$ cat config.mk
export PLATFORM = sky130hd
export DESIGN_NAME = img_writer
export DESIGN_NICKNAME = d
export VERILOG_FILES = /design/src/rtl/img_writer.sv
export SDC_FILE = /design/constraint.sdc
export NUM_CORES = 1
export LEC_CHECK = 0
export ABC_CLOCK_PERIOD_IN_PS = 4200
export CELL_PAD_IN_SITES_DETAIL_PLACEMENT = 0
export CELL_PAD_IN_SITES_GLOBAL_PLACEMENT = 1
export CORE_MARGIN = 5
export CORE_UTILIZATION = 39
export DETAILED_ROUTE_END_ITERATION = 7
export PLACE_DENSITY_LB_ADDON = 0.1
export SLEW_MARGIN = 20
export SYNTH_ARGS = -nofsm -noshare
export SYNTH_HDL_FRONTEND = slang
export SYNTH_SLANG_ARGS = --single-unit
export TNS_END_PERCENT = 50
$ cat constraint.sdc
create_clock -name iCLK -period 4.2 [get_ports iCLK]
set_clock_uncertainty 0.1 [all_clocks]
set_input_delay 0.42 -clock iCLK [delete_from_list [all_inputs] [get_ports iCLK]]
set_output_delay 0.42 -clock iCLK [all_outputs]
set_load 0.005 [all_outputs]
$ cat src/rtl/img_writer.sv
// Stream-to-memory writer: tracks frame coordinates, buffers pixels in a skid FIFO
// and emits RGB-packed word pairs. Define IMG_WRITER_DROP_CNT_EN to add oDROP_CNT.
module img_writer #(
  parameter int IMG_W      = 640,
  parameter int IMG_H      = 480,
  parameter int FIFO_DEPTH = 4
) (
  input  logic        iCLK,
  input  logic        iRST,
  input  logic        iSOF,
  input  logic        iDVAL,
  input  logic [11:0] iPIXEL,
  input  logic        iWR_READY,
  output logic        oWR_VAL,
  output logic [15:0] oWR_DATA1,
  output logic [15:0] oWR_DATA2,
  output logic [10:0] oX,
  output logic [10:0] oY,
  output logic        oFRAME_DONE,
  output logic [7:0]  oFRAME_CNT,
  output logic        oOVERFLOW,
`ifdef IMG_WRITER_DROP_CNT_EN
  output logic [15:0] oDROP_CNT,
`endif
  output logic        oTRUNC
);

  localparam int AW = (FIFO_DEPTH > 1) ? $clog2(FIFO_DEPTH) : 1;
  localparam logic [10:0] X_LAST = 11'(IMG_W - 1);
  localparam logic [10:0] Y_LAST = 11'(IMG_H - 1);
  localparam logic [AW:0] CNT_FULL = (AW + 1)'(FIFO_DEPTH);

  typedef enum logic [1:0] {S_IDLE, S_ACTIVE, S_FLUSH, S_DONE} state_t;

  state_t      state_q, state_d;
  logic [10:0] x_q, x_d, y_q, y_d;
  logic [AW-1:0] rd_ptr_q, rd_ptr_d, wr_ptr_q, wr_ptr_d;
  logic [AW:0] cnt_q, cnt_d;
  logic [11:0] mem_q [FIFO_DEPTH];
  logic [11:0] mem_d [FIFO_DEPTH];
  logic        frame_done_q, frame_done_d;
  logic [7:0]  frame_cnt_q, frame_cnt_d;
  logic        overflow_q, overflow_d;
  logic        trunc_q, trunc_d;
`ifdef IMG_WRITER_DROP_CNT_EN
  logic [15:0] drop_cnt_q, drop_cnt_d;
`endif

  logic        take, pop, push, drop, full, last_px;
  logic [10:0] x_base, y_base;
  logic [11:0] head;

  always_comb begin
    full    = (cnt_q == CNT_FULL);
    pop     = (cnt_q != '0) && iWR_READY;
    take    = iDVAL && ((state_q == S_ACTIVE) || iSOF);
    push    = take && (!full || pop);
    drop    = take && !push;
    // iSOF restarts coordinates before a same-cycle take is counted
    x_base  = iSOF ? '0 : x_q;
    y_base  = iSOF ? '0 : y_q;
    last_px = take && (x_base == X_LAST) && (y_base == Y_LAST);

    x_d = x_base;
    y_d = y_base;
    if (take) begin
      if (x_base == X_LAST) begin
        x_d = '0;
        y_d = (y_base == Y_LAST) ? '0 : y_base + 11'd1;
      end else begin
        x_d = x_base + 11'd1;
      end
    end

    overflow_d = iSOF ? 1'b0 : overflow_q;
    if (drop) overflow_d = 1'b1;
    trunc_d = trunc_q;
    if (iSOF) trunc_d = (state_q == S_ACTIVE) || (state_q == S_FLUSH);

`ifdef IMG_WRITER_DROP_CNT_EN
    drop_cnt_d = iSOF ? '0 : drop_cnt_q;
    if (drop && drop_cnt_d != '1) drop_cnt_d = drop_cnt_d + 16'd1;
`endif

    state_d = state_q;
    case (state_q)
      S_IDLE:   state_d = S_IDLE;
      S_ACTIVE: if (last_px) state_d = S_FLUSH;
      S_FLUSH:  if (cnt_q == '0) state_d = S_DONE;
      S_DONE:   state_d = S_IDLE;
      default:  state_d = S_IDLE;
    endcase
    if (iSOF) state_d = last_px ? S_FLUSH : S_ACTIVE;

    frame_done_d = (state_q == S_FLUSH) && (state_d == S_DONE);
    frame_cnt_d  = frame_cnt_q + 8'(frame_done_d);

    mem_d    = mem_q;
    rd_ptr_d = rd_ptr_q;
    wr_ptr_d = wr_ptr_q;
    if (push) begin
      mem_d[wr_ptr_q] = iPIXEL;
      wr_ptr_d        = wr_ptr_q + AW'(1);
    end
    if (pop) rd_ptr_d = rd_ptr_q + AW'(1);
    cnt_d = cnt_q + (AW + 1)'(push) - (AW + 1)'(pop);
  end

  always_ff @(posedge iCLK) begin
    if (!iRST) begin
      state_q      <= S_IDLE;
      x_q          <= '0;
      y_q          <= '0;
      rd_ptr_q     <= '0;
      wr_ptr_q     <= '0;
      cnt_q        <= '0;
      mem_q        <= '{default: '0};
      frame_done_q <= 1'b0;
      frame_cnt_q  <= '0;
      overflow_q   <= 1'b0;
      trunc_q      <= 1'b0;
`ifdef IMG_WRITER_DROP_CNT_EN
      drop_cnt_q   <= '0;
`endif
    end else begin
      state_q      <= state_d;
      x_q          <= x_d;
      y_q          <= y_d;
      rd_ptr_q     <= rd_ptr_d;
      wr_ptr_q     <= wr_ptr_d;
      cnt_q        <= cnt_d;
      mem_q        <= mem_d;
      frame_done_q <= frame_done_d;
      frame_cnt_q  <= frame_cnt_d;
      overflow_q   <= overflow_d;
      trunc_q      <= trunc_d;
`ifdef IMG_WRITER_DROP_CNT_EN
      drop_cnt_q   <= drop_cnt_d;
`endif
    end
  end

  always_comb begin
    head        = mem_q[rd_ptr_q];
    oWR_VAL     = (cnt_q != '0);
    oWR_DATA1   = oWR_VAL ? {1'b0, head[11:7], head[11:2]} : '0;
    oWR_DATA2   = oWR_VAL ? {1'b0, head[6:2],  head[11:2]} : '0;
    oX          = x_q;
    oY          = y_q;
    oFRAME_DONE = frame_done_q;
    oFRAME_CNT  = frame_cnt_q;
    oOVERFLOW   = overflow_q;
    oTRUNC      = trunc_q;
`ifdef IMG_WRITER_DROP_CNT_EN
    oDROP_CNT   = drop_cnt_q;
`endif
  end

endmodule

### Yosys cells after proc, flatten, opt, wreduce, memory -nomap -nowiden

Index checks and enable logic that the tools add are counted.

| storage, ports and cells | value |
|---|---|
| bits in registers | 90 |
| word-level logic and storage cells | 73 |

| operators by class | value |
|---|---|
| add/sub/neg operators | 7 |
| magnitude comparators | 3 |
| equal/unequal tests | 7 |
| multiplexer cells | 22 |
| bitwise logic cells | 2 |
| reduce and logical (&&, ||, !) cells | 18 |

Operators with widths:

| operator | count |
|---|---|
| 11-bit 2-to-1 mux | 7 |
| 48-bit bitwise mux | 1 |
| 12-bit 2-to-1 mux | 3 |
| 15-bit 2-to-1 mux | 2 |
| 12-bit binary-select mux with 2-bit select | 1 |
| 12-bit demux with 2-bit select | 1 |
| 11-bit by 1-bit adder with 11-bit output (second input constant) | 2 |
| 11-bit by 10-bit == test with 1-bit output (second input constant) | 1 |
| 11-bit by 9-bit == test with 1-bit output (second input constant) | 1 |
| 8-bit by 1-bit adder with 8-bit output | 1 |
| 1-bit logical AND | 8 |
| 2-bit 2-to-1 mux | 4 |
| 2-bit == test (second input constant) | 3 |
| 3-bit >= comparator (second input constant) | 2 |
| 2-bit NOT with 3-bit output | 2 |
| 2-bit one-hot mux with 3 select lines | 1 |
| 2-bit by 1-bit adder with 2-bit output (second input constant) | 2 |
| 3-bit by 1-bit adder with 3-bit output | 1 |
| 3-bit == test (second input constant) | 1 |
| 3-bit zero test | 1 |
| 1-bit logical OR | 3 |
| 3-bit by 1-bit < comparator with 1-bit output (second input constant) | 1 |
| 3-bit nonzero test | 1 |
| 3-bit by 1-bit subtractor with 3-bit output | 1 |
| other kinds (6) | 8 |

### Longest topological paths before layout

Gate-level depths: netlist of the first run.

| logic depth | value |
|---|---|
| depth in word-level cells | 11 |
| mapped depth | 14 |
| gate-level depth less buffers | 12 |

### Worst setup path after synthesis of the first run

Ideal clock, no wire load.

| path | value |
|---|---|
| path kind | in2reg |
| start | in iSOF |
| end | reg frame_cnt_q[5], in the netlist oFRAME_CNT[5] |
| arrival | 2,901 ps |
| data required time | 3,972 ps |
| setup slack | 1,072 ps |
| cell stages on the path | 13 |
| cells stage by stage | clkbuf_1 > nor2_1 > ha_1 > nand4_1 > or4_1 > buf_2 > or2_2 > a22oi_1 > ha_1 > and3_1 > nand3_1 > xor2_1 > nor2_1 |

| between the ends | value |
|---|---|
| longest elaborated chain between the ends | 10 |
| elaborated cells between the ends (all ways) | 15 |

RTL lines:

| item | RTL line | RTL |
|---|---|---|
| start: declaration | 10 | `input logic iSOF,` |
| 11-bit 2-to-1 mux or 1-bit logical OR (tied branches) | 60, 56 |  |
| 11-bit by 10-bit == test with 1-bit output or 1-bit logical AND (tied branches) | 62, 56 |  |
| 1-bit logical AND (2 in series) | 62 | `last_px = take && (x_base == X_LAST) && (y_base == Y_LAST);` |
| 2-bit 2-to-1 mux | 88 | `S_ACTIVE: if (last_px) state_d = S_FLUSH;` |
| 2-bit one-hot mux with 3 select lines | 86 | `case (state_q)` |
| 2-bit 2-to-1 mux (*) | 93 | `if (iSOF) state_d = last_px ? S_FLUSH : S_ACTIVE;` |
| 2-bit == test (*) | 95 | `frame_done_d = (state_q == S_FLUSH) && (state_d == S_DONE);` |
| 1-bit logical AND (*) | 95 |  |
| via frame_done_d | 41 | `logic frame_done_q, frame_done_d;` |
| 8-bit by 1-bit adder with 8-bit output (*) | 96 | `frame_cnt_d = frame_cnt_q + 8'(frame_done_d);` |
| end signal: assignment | 134 | `frame_cnt_q <= frame_cnt_d;` |
| end: declaration | 42 | `logic [7:0] frame_cnt_q, frame_cnt_d;` |

Mark *: on every way through the listed nets, which the timed path passes. The rest lies on a longest branch.
A chain may end at the register's enable or synchronous reset.

### Worst setup path after layout of the first run

| path | value |
|---|---|
| start | in iSOF |
| end | reg frame_cnt_q[4], in the netlist oFRAME_CNT[4] |

The elaborated chain is that of the path after synthesis.

==> impl_metrics.py, run 1 <==
metrics = {
    "power_and_ir_drop": {
        "power_density_nw_per_um2": 390,
        "p_leak_nw": 2.02,
        "irDropWorstVdd_mv": 0.159,
        "finalPower_mw": 1.93,
    },
    "clock_tree": {
        "cts_tree": "done",
        "ctsHtreeMaxLevel": 3,
        "root_buffer": "clkbuf_8",
        "cts_buffers": 9,
        "clock-sinks": 82,
        "cts_setup_buffers": 0,
        "clkTransAtPathRegs_ns": 0.08,
        "cts_resized": 0,
        "cts_hold_buf": 0,
        "clock_path_buffers": 2,
        "insertion_delay_ns": 0.35,
    },
    "floorplanning": {
        "die_w_um": 111,
        "start_util": 0.403,
        "dieArea_sq_um": 12300,
        "num_rows": 36,
        "io_pins": 83,
        "die-height_um": 111,
        "core_sq_um": 9860,
    },
    "status": {
        "status": "finished clean",
    },
    "worst_setup_path": {
        "ff2ff_path_depth": 13,
        "r2r-start": "oX[0]",
        "crit_path_start": "iSOF",
        "required_ns": 4.31,
        "path_cells": "clkdlybuf4s50_1, nor2_1, ha_1, nand4_1, or4_1, buf_4, o211ai_1, a22oi_1, ha_1, ha_1, nand3_1, xor2_1, nor2_1",
        "crit_fanout": 24,
        "critPathMaxStageDelay_ns": 0.58,
        "worstSetupPathType": "primary input to flip-flop",
        "crit_arrival_ns": 3.47,
        "crit_end": "oFRAME_CNT[4]",
        "start_kind": "primary input",
        "end_kind": "flip-flop",
        "crit_path_top_delay_cell": "or4_1",
        "r2r-end": "oFRAME_CNT[4]",
        "r2r_setup_slack_ns": 0.94,
        "critPathMostFrequentCell": "ha_1",
    },
    "finish": {
        "seqCellArea_sq_um": 1640,
        "nNetsFinal": 503,
        "final_cell_mix": "dfxtp_1 (82), clkdlybuf4s50_1 (78), nor2_1 (63)",
        "multi_input_area_sq_um": 2030,
        "fillers": 936,
        "drive_gt1_frac": 0.0753,
        "area_delta_synth_final_pct": 24.6,
        "utilization": 0.503,
        "num_antenna_cells": 0,
        "final_common_cell": "dfxtp_1",
    },
    "route": {
        "drt_iter0_markers": 76,
        "vias_per_cell": 4.92,
        "route.detailed.drc": 0,
        "drt-wirelength-per-cell_um": 14.2,
        "drt.antenna.violating_nets": 0,
        "drt_first_pass_iters": 4,
        "vias": 3006,
        "drt-total-wl_um": 8690,
    },
    "sta": {
        "setup_violations": 0,
        "finalHoldViolCount": 0,
        "fin_crit_sh": 0.800,
        "tightestPinTransition_ns": 0.824,
        "tns_ns": 0,
        "post-route-min-period_ns": 3.36,
        "hold_slack_ns": 0.389,
        "finalMaxSlewViolations": 0,
        "fmax_mhz": 298,
        "rsz0062_at_grt": "false",
        "relSlewSlack": 0.450,
    },
    "synthesis": {
        "yosys.area.top_type": "dfxtp_1",
        "synthCells": 422,
        "synth_seq_cells": 82,
        "synth-seq-area-share": 0.412,
        "syn_area_sq_um": 3980,
        "yosysWarnings": 0,
        "yosys_most_used_dff": "dfxtp_1",
        "syn_avg_cell_area_sq_um": 9.43,
        "netlist_top_cells_area": "dfxtp_1 (41%), mux2i_1 (10%), nor2_1 (5.9%)",
        "synth_edf_count": 0,
        "synth_top_area_frac": 0.412,
        "async_flop_share": 0,
        "ys_types": 48,
    },
    "placed_design": {
        "place.gp.congestion": 0.766,
        "hpwl_um": 6050,
        "port_buffers": 78,
    },
    "grt": {
        "grt_usage": 0.146,
        "antenna_found_initial": 0,
        "grt_pass1_vias": 3023,
        "grt_pass1_wl_um": 14900,
        "grt_max_degree": 43,
        "gr-total-overflow": 0,
    },
    "flow_run": {
        "drv_cap": 0,
    },
    "hold_path": {
        "worstHoldPathType": "flip-flop to flip-flop",
    },
}
cells in the mapped netlist, drive strengths merged (2+ instances only):
cell	instances
o21a	2
inv	13
nand2b	6
or3	8
a21oi	13
ha	12
buf	30
nor2	63
a31oi	2
and2	15
xor2	6
xnor2	12
and3	4
nor4	4
or4	4
or2	2
a211oi	2
nand3	12
mux2i	40
a22oi	2
clkbuf	14
mux4	10
o21ai	9
or4b	2
a21o	5
o31ai	3
dfxtp	82
nand4	5
nand2	16
nor2b	5
o311ai	2
nor3	5
layer usage:
metal	GRT usage	vias to the layer above	wire length, um
met2	0.250	64	4240
met4	0.0381	0	72
met5	0	-	0
met3	0.0508	6	434
met1	0.174	1399	3940
li1	-	1537	-
area by class of cell:
class | instances | share of cell area
tap | 133 | 0.0336
timing repair buffer | 83 | 0.165
inverter | 13 | 0.00984
clock inverter | 6 | 0.0230
multi-input combinational | 284 | 0.410
clock buffer | 10 | 0.0278
sequential | 82 | 0.331
how the worst min path moves through the flow:
| stage | start | end | slack (ns) | cells past startpoint |
|---|---|---|---|---|
| 3_3_place_gp | mem_q[26] | mem_q[26] | 0.37 | 2 |
| 2_1_floorplan | mem_q[14] | mem_q[14] | 0.36 | 2 |
| 4_1_cts | oOVERFLOW | oOVERFLOW | 0.40 | 2 |
| 3_5_place_dp | mem_q[17] | mem_q[17] | 0.38 | 2 |
| 6_report | oOVERFLOW | oOVERFLOW | 0.39 | 2 |
| 5_1_grt | oX[10] | oX[10] | 0.42 | 2 |
registers in the layout (all words and copies together) (netlist names):
signal,cells
oX,11
oTRUNC,1
wr_ptr_q,2
cnt_q,3
oFRAME_CNT,8
oY,11
mem_q,40
rd_ptr_q,2
oFRAME_DONE,1
state_q,2
oOVERFLOW,1
through the flow:
stage          worst slack, ns  cells  area [sq um]
4_1_cts                  0.809    611          4960
3_3_place_gp             0.499    595          4710
3_5_place_dp             0.426    595          4710
2_1_floorplan             1.07    423          3980
5_1_grt                  0.570    611          4960
6_report                 0.839    611          4960
report_power, final:
| part | leakage (nW) | switching (mW) | total (mW) | internal [mW] |
|---|---|---|---|---|
| logic | 1.23 | 0.151 | 0.352 | 0.201 |
| registers | 0.664 | 0.0590 | 0.873 | 0.814 |
| clock network | 0.119 | 0.294 | 0.706 | 0.412 |
critical path, delay by kind of cell:
kind | cells | cell delay [ns]
AOI/OAI and AO/OA | 2 | 0.39
xor gates and xnor gates | 1 | 0.15
buffers and inverters | 2 | 0.69
adders and majority gates | 3 | 0.68
and+or+nand+nor | 5 | 1.13
kinds of logic (layout without fill, tap and decap cells):
group / after synthesis / after routing / synth area share
AO/OA/AOI/OAI: 45 / 45 / 0.0729
multiplexers: 50 / 50 / 0.157
flip-flops: 82 / 82 / 0.412
AND/OR/NAND/NOR: 156 / 156 / 0.196
buffers and inverters: 57 / 112 / 0.0780
other: 1 / 2 / 0.000942
adder cells (fa/ha/maj): 13 / 13 / 0.0428
XOR/XNOR: 18 / 18 / 0.0396
Power figures use the tool's default switching activity.
==> run 2, diff against run 1 <==
Settings changed: ABC_CLOCK_PERIOD_IN_PS 4200 to 3350.
Clock period 4.2 ns to 3.35 ns, I/O delays scaled along.
==> run 2 against run 1 <==
Compared with the run above:
- critical endpoint is now oFRAME_CNT[5]
- combinational power increased by 36%
- largest power group unchanged
- final area increased by 3.8%
- via count rose by 4.5%
- sequential power is 24% higher
- routed wire length rose by 3.2%
- first-iteration DRC count grew 30%
- global-route usage rose by 0.26 points
- power up 32%
==> impl_metrics.py, run 2 (synthesis gave the netlist of run 1 again) <==
metrics = {
    "status": {
        "status": "finished clean",
    },
    "finish": {
        "largest_register": "mem_q",
        "largest_reg_flops": 40,
        "num_antenna_cells": 0,
        "area_delta_synth_final_pct": 29.3,
        "final_cell_mix": "dfxtp_1 (82), clkdlybuf4s50_1 (78), nor2_1 (63)",
        "nNetsFinal": 524,
        "drive_gt1_frac": 0.110,
        "final_common_cell": "dfxtp_1",
        "utilization": 0.522,
        "fin_area_sq_um": 5150,
    },
    "power_and_ir_drop": {
        "irDropWorstVdd_mv": 0.251,
        "p_leak_nw": 2.14,
        "p_sw_mw": 0.619,
        "combPwrFrac": 0.187,
        "power_density_nw_per_um2": 496,
        "swShare": 0.242,
        "p_int_mw": 1.94,
        "seq_power_share": 0.421,
        "pwr-share-clk": 0.391,
        "finalPower_mw": 2.55,
    },
    "clock_tree": {
        "insertion_delay_ns": 0.35,
        "clkTransAtPathRegs_ns": 0.08,
        "cts_buffers": 9,
        "cts_resized": 0,
        "root_buffer": "clkbuf_8",
        "clock-sinks": 82,
        "cts_hold_buf": 0,
        "cts_tree": "done",
        "ctsHtreeMaxLevel": 3,
        "cts_setup_buffers": 0,
        "clock_path_buffers": 2,
    },
    "worst_setup_path": {
        "crit_end": "oFRAME_CNT[5]",
        "path_cells": "clkdlybuf4s50_1, nor2b_1, ha_1, nand4_1, or4_1, or2_2, a22oi_1, ha_1, and3_1, nand3_1, xor2_1, nor2_1",
        "crit_arrival_ns": 3.11,
        "cp_top_family": "simple AND/OR/NAND/NOR gates",
        "required_ns": 3.46,
        "critPathMostFrequentCell": "ha_1",
        "r2r_setup_slack_ns": 0.42,
        "r2r-start": "oX[0]",
        "crit_fanout": 4,
        "path_buf_inv": 1,
        "end_kind": "flip-flop",
        "critPathMaxStageDelay_ns": 0.56,
        "crit_path_top_delay_cell": "or4_1",
        "crit_path_start": "iSOF",
        "cp.depth": 12,
        "ff2ff_path_depth": 12,
        "r2r-end": "oFRAME_CNT[5]",
        "worstSetupPathType": "primary input to flip-flop",
        "start_kind": "primary input",
    },
    "route": {
        "vias": 3142,
        "route.detailed.drc": 0,
        "vias_per_cell": 4.97,
        "drt-wirelength-per-cell_um": 14.2,
        "drt.antenna.violating_nets": 0,
        "drt_iter0_markers": 99,
        "drt-total-wl_um": 8970,
        "drt_first_pass_iters": 4,
    },
    "sta": {
        "relSlewSlack": 0.606,
        "finalHoldViolCount": 0,
        "rsz0062_at_grt": "false",
        "setup_violations": 0,
        "fmax_mhz": 333,
        "tightestPinTransition_ns": 0.591,
        "fin_crit_sh": 0.897,
        "tns_ns": 0,
        "finalMaxSlewViolations": 0,
        "post-route-min-period_ns": 3.00,
    },
    "floorplanning": {
        "die_w_um": 111,
        "num_rows": 36,
        "core_sq_um": 9860,
        "die-height_um": 111,
        "start_util": 0.403,
        "dieArea_sq_um": 12300,
        "io_pins": 83,
    },
    "grt": {
        "antenna_found_initial": 0,
        "grt_usage": 0.148,
        "grt_pass1_wl_um": 15200,
        "grt_max_degree": 58,
        "grt_pass1_vias": 3106,
        "gr-total-overflow": 0,
    },
    "flow_run": {
        "drv_cap": 0,
    },
    "placed_design": {
        "hpwl_um": 6420,
        "place.gp.congestion": 0.742,
        "dpl-instance-area_sq_um": 4860,
        "port_buffers": 78,
    },
    "hold_path": {
        "worstHoldPathType": "flip-flop to flip-flop",
    },
}
run 2: power by group through the flow:
| stage | logic, mW | clock network [mW] | registers [mW] |
|---|---|---|---|
| finish | 0.478 | 0.999 | 1.08 |
| global route | 0.533 | 1.07 | 1.09 |
| CTS | 0.491 | 1.03 | 1.08 |
| detailed placement | 0.489 | 0 | 1.10 |
| global placement | 0.482 | 0 | 1.10 |
| floorplan | 0.340 | 0 | 1.07 |
run 2: final cells by class:
cell class	instances	area [sq um]
multi-input combinational	284	2030
timing repair buffer	104	976
tap	133	166
inverter	13	48.8
clock inverter	5	150
sequential	82	1640
fill	937	4720
clock buffer	11	131
run 2: stage by stage:
| step | instances | hold WS (ns) | worst slack (ns) |
|---|---|---|---|
| after floorplan | 423 | 0.353 | 0.307 |
| final | 632 | 0.394 | 0.346 |
| after detailed placement | 616 | 0.383 | -0.0515 |
| after global routing | 632 | 0.419 | 0.109 |
| after CTS | 632 | 0.401 | 0.335 |
| after global placement | 616 | 0.370 | -0.0164 |
run 2: layer usage:
layer / wire [um] / vias up / GRT usage
li1: - / 1578 / -
met2: 4360 / 64 / 0.250
met4: 88 / 0 / 0.0454
met1: 4090 / 1492 / 0.184
met5: 0 / - / 0
met3: 424 / 8 / 0.0420
run 2: worst min-delay path, cell delays in order, from the launching register on:
cell,delay [ns]
dfxtp_1,0.33
mux2i_1,0.06
nor2_1,0.07
run 2: worst min-delay path by stage:
stage | endpoint | cells past startpoint | slack (ns) | start
6_report | mem_q[18] | 2 | 0.39 | mem_q[18]
5_1_grt | oOVERFLOW | 2 | 0.42 | oOVERFLOW
4_1_cts | mem_q[11] | 2 | 0.40 | mem_q[11]
3_5_place_dp | mem_q[11] | 2 | 0.38 | mem_q[11]
3_3_place_gp | mem_q[26] | 2 | 0.37 | mem_q[26]
2_1_floorplan | oX[4] | 1 | 0.35 | iRST
==> run 3, diff against run 2 <==
Settings changed: CORE_ASPECT_RATIO set to 0.7, CTS_BUF_LIST set to sky130_fd_sc_hd__clkbuf_16, GPL_TIMING_DRIVEN set to 0.
==> run 3 against run 2 <==
Compared with the run above:
- routed wire length grew 14%
- setup slack lost 0.12 ns
- via count grew 4.2%
- clock-buffer cell count down 2
- fmax fell by 3.8%
- register-to-register slack got worse by 0.19 ns
- critical path depth did not move
- flip-flop and latch count unchanged
- final cell count increased by 2.4%
- clock power hardly changed
- sequential power about the same
- critical path type is now flip-flop to flip-flop
- critical endpoint is now oFRAME_CNT[4]
==> impl_metrics.py, run 3 (synthesis gave the netlist of run 1 again) <==
metrics = {
    "route": {
        "drt-total-wl_um": 10200,
        "route.detailed.drc": 0,
        "vias": 3273,
        "vias_per_cell": 5.06,
        "drt.antenna.violating_nets": 0,
        "drt-wirelength-per-cell_um": 15.7,
        "drt_first_pass_iters": 4,
        "drt_iter0_markers": 187,
    },
    "power_and_ir_drop": {
        "swShare": 0.258,
        "seq_power_share": 0.400,
        "power_density_nw_per_um2": 501,
        "irDropWorstVdd_mv": 0.275,
        "p_int_mw": 1.96,
        "pwr-share-clk": 0.391,
        "p_sw_mw": 0.683,
        "p_leak_nw": 2.20,
        "combPwrFrac": 0.209,
    },
    "worst_setup_path": {
        "ff2ff_path_depth": 12,
        "required_ns": 3.46,
        "start_kind": "flip-flop",
        "end_kind": "flip-flop",
        "crit_path_start": "oX[1]",
        "crit_arrival_ns": 3.23,
        "r2r-start": "oX[1]",
        "crit_fanout": 7,
        "worstSetupPathType": "flip-flop to flip-flop",
    },
    "grt": {
        "antenna_found_initial": 0,
        "grt_pass1_wl_um": 16700,
        "gr-total-overflow": 0,
        "grt_usage": 0.172,
        "grt_pass1_vias": 3226,
        "grt_max_degree": 14,
    },
    "finish": {
        "final_cells": 647,
        "final_cell_mix": "dfxtp_1 (81), clkdlybuf4s50_1 (77), nor2_1 (62)",
        "multi_input_area_sq_um": 2050,
        "fillers": 914,
        "final_common_cell": "dfxtp_1",
        "fin_area_sq_um": 5280,
        "utilization": 0.537,
        "seqCellArea_sq_um": 1640,
        "num_antenna_cells": 0,
        "nNetsFinal": 544,
        "largest_register": "mem_q",
        "area_delta_synth_final_pct": 32.7,
        "drive_gt1_frac": 0.133,
        "largest_reg_flops": 40,
    },
    "sta": {
        "tns_ns": 0,
        "relSlewSlack": 0.506,
        "rsz0062_at_grt": "false",
        "finalHoldViolCount": 0,
        "fin_crit_sh": 0.932,
        "setup_violations": 0,
        "post-route-min-period_ns": 3.12,
        "tightestPinTransition_ns": 0.741,
        "finalMaxSlewViolations": 0,
        "fmax_mhz": 320,
    },
    "flow_run": {
        "drv_cap": 0,
    },
    "placed_design": {
        "hpwl_um": 7320,
        "dpl.cell_count": 629,
        "dpl-instance-area_sq_um": 4920,
        "place.gp.congestion": 0.835,
        "port_buffers": 78,
    },
    "hold_path": {
        "worstHoldStart": "iSOF",
        "worstHoldPathType": "primary input to flip-flop",
        "hold_path_depth": 4,
    },
    "status": {
        "status": "finished clean",
    },
    "clock_tree": {
        "clkTransAtPathRegs_ns": 0.06,
        "ctsHtreeMaxLevel": 3,
        "cts_tree": "done",
        "cts_buffers": 9,
        "clock-sinks": 82,
        "cts_hold_buf": 0,
        "root_buffer": "clkbuf_16",
        "insertion_delay_ns": 0.33,
        "clock_path_buffers": 2,
    },
    "floorplanning": {
        "start_util": 0.405,
        "die_w_um": 131,
        "dieArea_sq_um": 12400,
        "num_rows": 30,
        "io_pins": 83,
        "die-height_um": 94.5,
        "core_sq_um": 9830,
    },
}
run 3: changes by cell type in the layout (fill, tap and decap cells not counted), sizes merged:
cell           before  now
clkdlybuf4s50      78   77
bufinv              5    2
clkbuf             11   24
clkinv              0    3
buf                26   32
inv                13   14
clkinvlp            0    1
run 3: final timing paths:
kind | end | slack [ns]
hold / removal | oY[2] | 0.35
setup reg to reg | oFRAME_CNT[4] | 0.23
setup / recovery | oFRAME_CNT[4] | 0.23
hold reg to reg | oOVERFLOW | 0.38
run 3: what timing repair did:
item	in CTS	in global routing
buffers inserted	1	1
hold endpoints to repair	0	0
gates resized for setup	7	13
endpoints found under the setup margin	12	23
pin swaps	1	1
run 3: metrics by stage:
stage          worst slack, ns  hold slack (ns)  power, mW
3_5_place_dp            -0.905            0.379       1.63
6_report                 0.228            0.353       2.65
5_1_grt                 0.0205            0.390       2.79
4_1_cts                 0.0394            0.389       2.68
3_3_place_gp            -0.885            0.365       1.63
2_1_floorplan            0.307            0.353       1.41
run 3: worst max-delay path, cell delays in order, from the launching register on:
cell and delay (ns):
dfxtp_1 0.37, nor2b_2 0.18, ha_2 0.22, nand4_1 0.16, or4_1 0.53, buf_2 0.18, or2_2 0.36, a22oi_2 0.17
ha_2 0.20, ha_1 0.21, nand3_1 0.10, xor2_1 0.15, nor2_1 0.06
run 3: layout make-up:
cell class / instances / share of cell area
clock buffer: 9 / 0.0427
timing repair buffer: 80 / 0.150
clock inverter: 7 / 0.0161
buffer: 44 / 0.0519
inverter: 13 / 0.00924
tap: 128 / 0.0303
multi-input combinational: 284 / 0.389
sequential: 82 / 0.311
run 3: power by group through the flow:
stage	logic, mW	clock network (mW)	registers [mW]
floorplan	0.340	0	1.07
global placement	0.548	0	1.08
detailed placement	0.554	0	1.08
CTS	0.558	1.06	1.06
global route	0.624	1.10	1.07
finish	0.554	1.03	1.06
run 3: per-layer routing:
metal | wire (um) | up-vias | global-route usage | share of wire
met5 | 0 | - | 0 | 0
met4 | 112 | 0 | 0.0497 | 0.011
met3 | 573 | 13 | 0.0401 | 0.056
met2 | 4200 | 74 | 0.247 | 0.41
met1 | 5290 | 1561 | 0.257 | 0.52
li1 | - | 1625 | - | -
